## src/rtl/thread_register_file.sv

```systemverilog
// Per-thread register file: R0-R12 general purpose, R13-R15 read-only specials
// (%blockIdx, %blockDim, %threadIdx). Registered rs/rt operands, writeback at UPDATE.
module thread_register_file #(
    parameter int THREADS_PER_BLOCK = 4,
    parameter int THREAD_ID         = 0,
    parameter int DATA_BITS         = 8
) (
    input  logic                 clk,
    input  logic                 reset,
    input  logic                 enable,
    input  logic [7:0]           block_id,
    input  logic [2:0]           core_state,
    input  logic [3:0]           decoded_rd_address,
    input  logic [3:0]           decoded_rs_address,
    input  logic [3:0]           decoded_rt_address,
    input  logic                 decoded_reg_write_enable,
    input  logic [1:0]           decoded_reg_input_mux,
    input  logic [DATA_BITS-1:0] decoded_immediate,
    input  logic [DATA_BITS-1:0] alu_out,
    input  logic [DATA_BITS-1:0] lsu_out,
    output logic [DATA_BITS-1:0] rs,
    output logic [DATA_BITS-1:0] rt
);

    localparam int unsigned NUM_REGS  = 16;
    localparam int unsigned LAST_GP   = 12;
    localparam int unsigned BLOCK_IDX = 13;
    localparam int unsigned BLOCK_DIM = 14;
    localparam int unsigned THREAD_IX = 15;

    localparam logic [2:0] ST_REQUEST = 3'b011;
    localparam logic [2:0] ST_UPDATE  = 3'b110;

    localparam logic [1:0] MUX_ALU = 2'b00;
    localparam logic [1:0] MUX_LSU = 2'b01;
    localparam logic [1:0] MUX_IMM = 2'b10;

    logic [DATA_BITS-1:0] regs [NUM_REGS];

    logic                 wr_en_c;
    logic [DATA_BITS-1:0] wr_data_c;

    // Writeback source select; reserved mux code and special destinations never write
    always_comb begin
        wr_en_c   = 1'b0;
        wr_data_c = '0;
        if (core_state == ST_UPDATE && decoded_reg_write_enable &&
            decoded_rd_address <= 4'(LAST_GP)) begin
            case (decoded_reg_input_mux)
                MUX_ALU: begin wr_en_c = 1'b1; wr_data_c = alu_out;           end
                MUX_LSU: begin wr_en_c = 1'b1; wr_data_c = lsu_out;           end
                MUX_IMM: begin wr_en_c = 1'b1; wr_data_c = decoded_immediate; end
                default: begin wr_en_c = 1'b0; wr_data_c = '0;                end
            endcase
        end
    end

    // Register array, special registers and operand latches
    always_ff @(posedge clk) begin
        if (!reset) begin
            for (int i = 0; i < int'(BLOCK_DIM); i++) begin
                regs[i] <= '0;
            end
            regs[BLOCK_DIM] <= DATA_BITS'(THREADS_PER_BLOCK);
            regs[THREAD_IX] <= DATA_BITS'(THREAD_ID);
            rs              <= '0;
            rt              <= '0;
        end else if (enable) begin
            regs[BLOCK_IDX] <= DATA_BITS'(block_id);
            if (core_state == ST_REQUEST) begin
                rs <= regs[decoded_rs_address];
                rt <= regs[decoded_rt_address];
            end
            if (wr_en_c) begin
                regs[decoded_rd_address] <= wr_data_c;
            end
        end
    end

endmodule

```

## config.mk

```make
export PLATFORM = sky130hd
export DESIGN_NAME = thread_register_file
export DESIGN_NICKNAME = d
export VERILOG_FILES = /design/src/rtl/thread_register_file.sv
export SDC_FILE = /design/constraint.sdc
export NUM_CORES = 1
export LEC_CHECK = 0
export CAP_MARGIN = 20
export CORE_ASPECT_RATIO = 0.6
export CORE_MARGIN = 1.5
export CORE_UTILIZATION = 45
export DETAILED_ROUTE_END_ITERATION = 6
export PLACE_DENSITY = 0.68
export SYNTH_ARGS = -nofsm -noshare
export SYNTH_HDL_FRONTEND = slang
export SYNTH_SLANG_ARGS = --single-unit
```

## constraint.sdc

```tcl
create_clock -name clk -period 1.9 [get_ports clk]
set_input_delay 0.38 -clock clk [delete_from_list [all_inputs] [get_ports clk]]
set_output_delay 0.38 -clock clk [all_outputs]
set_load 0.01 [all_outputs]
```

==> flow_summary_export.csv <==
group,metric,value,unit
global_route,grt_pass1_vias,5359,
floorplan,initial_utilization,47.0,%
timing,worst_pin_slew,0.696,ns
power_and_ir_drop,pwr-share-comb,11.1,%
detailed_routing,drt_iter0_drc,633,
global_route,grt_overflow,0,
layout,final_cell_area,9520,µm²
detailed_routing,detailedRoute.firstPassIterationCount,5,
power_and_ir_drop,clkPwrFrac,41.8,%
placed_design,placed_area,8880,µm²
layout,layout-drive-gt1-share,21.6,%
timing,post-route-period-util,98.0,%
clock_tree,hold_buffers,0,
setup_path,critPathBufInv,2,
power_and_ir_drop,p_sw,1980,µW
floorplan,core,15600,µm²
power_and_ir_drop,leakage,0.00345,µW
detailed_routing,finalWirelength,21200,µm
power_and_ir_drop,power_density,830,nW/µm²
clock_tree,cts_buffers,17,
setup_path,path_max_fanout,8,
timing,fmax,537,MHz
logic_synthesis,yosysWarnings,0,
layout,n_antenna_cell,0,
floorplan,die_w,168,µm
detailed_routing,antenna_left,0,
logic_synthesis,synth.distinct_cells,30,
placed_design,dp.cells,899,
clock_tree,insertion_delay,0.43,ns
setup_path,critical_path.endpoint_type,"register",
logic_synthesis,synth_edf_count,128,
floorplan,dieArea,17100,µm²
setup_path,crit_family,"simple AND/OR/NAND/NOR gates",
layout,n_fill_cell,1242,
detailed_routing,post_drt_wl_per_cell,22.8,µm
detailed_routing,vias,5543,
layout,final_net_count,768,
floorplan,io_pins,69,
timing,relSlewSlack,53.5,%
layout,multiInputGateArea,3110,µm²
timing,fin_crit,1.86,ns
layout,layout_common_cells,"128 x edfxtp_1, 115 x nor2_1, 72 x mux2i_1",
floorplan,placementRows,35,
setup_path,cpPeakStageDelay,0.53,ns
logic_synthesis,yosysSeqAreaShare,56.7,%
run,maxCapViolations,0,
timing,drv_slew,0,
logic_synthesis,async_flop_share,0,%
logic_synthesis,synth_top_area_share,52.3,%
layout,instances_no_fill,931,
layout,final_common_cell,"edfxtp_1",
clock_tree,h-tree-depth,4,
placed_design,place_congestion,0.886,
placed_design,dp.final_hpwl,15700,µm
detailed_routing,post-route-drc-count,0,
clock_tree,cts.clk_slew.worst_paths,0.06,ns
power_and_ir_drop,p_sw_share,25.1,%
power_and_ir_drop,p_seq_share,47.1,%
detailed_routing,via_per_inst,5.95,
logic_synthesis,ys.flop_type,"edfxtp_1",
timing,hold_viol,0,
global_route,grt_pass1_wl,32200,µm
logic_synthesis,synthCells,583,
run_status,status,"completed",
placed_design,port_buffers,68,
clock_tree,root_buffer,"clkbuf_16",
global_route,antenna_found_initial,0,
power_and_ir_drop,p_int,5910,µW
logic_synthesis,synth_top_cell_by_area,"edfxtp_1",
layout,seq_area,4160,µm²
setup_path,worst-path-stages,6,
clock_tree,cts.sinks,144,
setup_path,start_kind,"input pin",
logic_synthesis,ys_ff_latch,144,
global_route,grtUsageTotal,26.3,%
logic_synthesis,syn_avg_cell_area,12.6,µm²
power_and_ir_drop,ir_drop,0.671,mV
timing,setup_violations,0,
setup_path,worstRegToRegCells,3,
logic_synthesis,synth_area_leaders,"edfxtp_1 52%, mux2i_1 9.8%, mux4_2 9.8%",
hold_path,min_path_cells,2,
floorplan,die_h,102,µm
setup_path,path_class,"in2reg",
layout,areaGrowthSynthToFinish,29.6,%
clock_tree,cts.path.max_buffers,2,
setup_path,arrival,1.98,ns
setup_path,slowest_stage,"clkdlybuf4s50_1",
logic_synthesis,syn-cell-area,7350,µm²
setup_path,path_cells,"clkdlybuf4s50_1, nand4b_4, nor4_2, buf_4, nand3_1, nand2_4",
hold_path,hold_class,"reg2reg",
timing,skew,0.0121,ns
clock_tree,cts_tree,"done",
global_route,grt_max_degree,37,
timing,whs,0.462,ns
setup_path,critPathRequiredTime,2.02,ns
-- synthesized netlist by cell type, drive strengths merged, types with 8 or more instances --
library cell,instances
a22oi,48
edfxtp,128
nand2,42
nand3,35
mux4,32
buf,30
and3,8
nor2,116
mux2i,72
dfxtp,16
o21ai,8
and2,11
-- cells by family (layout without fill, tap and decap cells) --
kind of cell	after synthesis	in the layout	share of synthesized area (%)
buffers and inverters	40	171	2.57
muxes	104	104	19.6
DFF	144	144	56.7
other	2	16	0.102
and+or+nand+nor	235	235	14.9
AOI/OAI and AO/OA	58	58	6.10
-- routing by layer --
layer  vias to the layer above  GRT usage (%)  share of wire (%)
li1                       2448              -                  -
met1                      2714           39.0                 45
met2                       356           37.9                 41
met3                        25           8.37                 13
met4                         0           5.96                1.1
met5                         -              0                  0
-- power groups by stage --
stage          Clock [µW]  Sequential (µW)  Combinational [µW]
6_report             3300             3720                 875
5_1_grt              3460             3740                 931
4_1_cts              3320             3720                 856
3_5_place_dp            0             3780                 854
3_3_place_gp            0             3770                 840
2_1_floorplan           0             3740                 473
-- through the flow --
stage          utilization [%]  setup slack [ns]  setup TNS (ns)  power, µW
6_report                  60.9            0.0374               0       7900
5_1_grt                   60.9           -0.0105         -0.0645       8130
4_1_cts                   60.5            0.0155               0       7900
3_5_place_dp              56.8            -0.462          -72.00       4640
3_3_place_gp              56.8            -0.392          -63.21       4610
2_1_floorplan                -           0.00671               0       4210
-- worst register-to-register path: stages (launching register included) --
cell	delay, ns
edfxtp_1	0.39
mux4_2	0.58
a22oi_1	0.29
nand3_1	0.13
-- flip-flops by register name, indices dropped and copies added (netlist names) --
| register | flops |
|---|---|
| regs | 128 |
| rs | 8 |
| rt | 8 |
-- layout make-up --
| type | instances | area share, % |
|---|---|---|
| sequential | 144 | 43.7 |
| clock buffer | 18 | 4.51 |
| inverter | 3 | 0.118 |
| clock inverter | 14 | 1.59 |
| timing repair buffer | 136 | 14.7 |
| multi-input combinational | 413 | 32.7 |
| tap | 203 | 2.67 |
-- final timing paths --
path / from / to / slack [ns]
setup reg to reg: regs[11][5]$_SDFFCE_PN0P_ / rt[5]$_SDFFE_PN0P_ / 0.39
setup / recovery: core_state[1] / regs[7][4]$_SDFFCE_PN0P_ / 0.04
hold reg to reg: rt[6]$_SDFFE_PN0P_ / rt[6]$_SDFFE_PN0P_ / 0.46
hold / removal: rt[6]$_SDFFE_PN0P_ / rt[6]$_SDFFE_PN0P_ / 0.46
-- repair_timing --
item | in CTS | in global routing
resized for setup | 1 | 10
setup endpoints to repair | 8 | 109
buffers inserted | 0 | 0
Power figures use the tool's default switching activity.
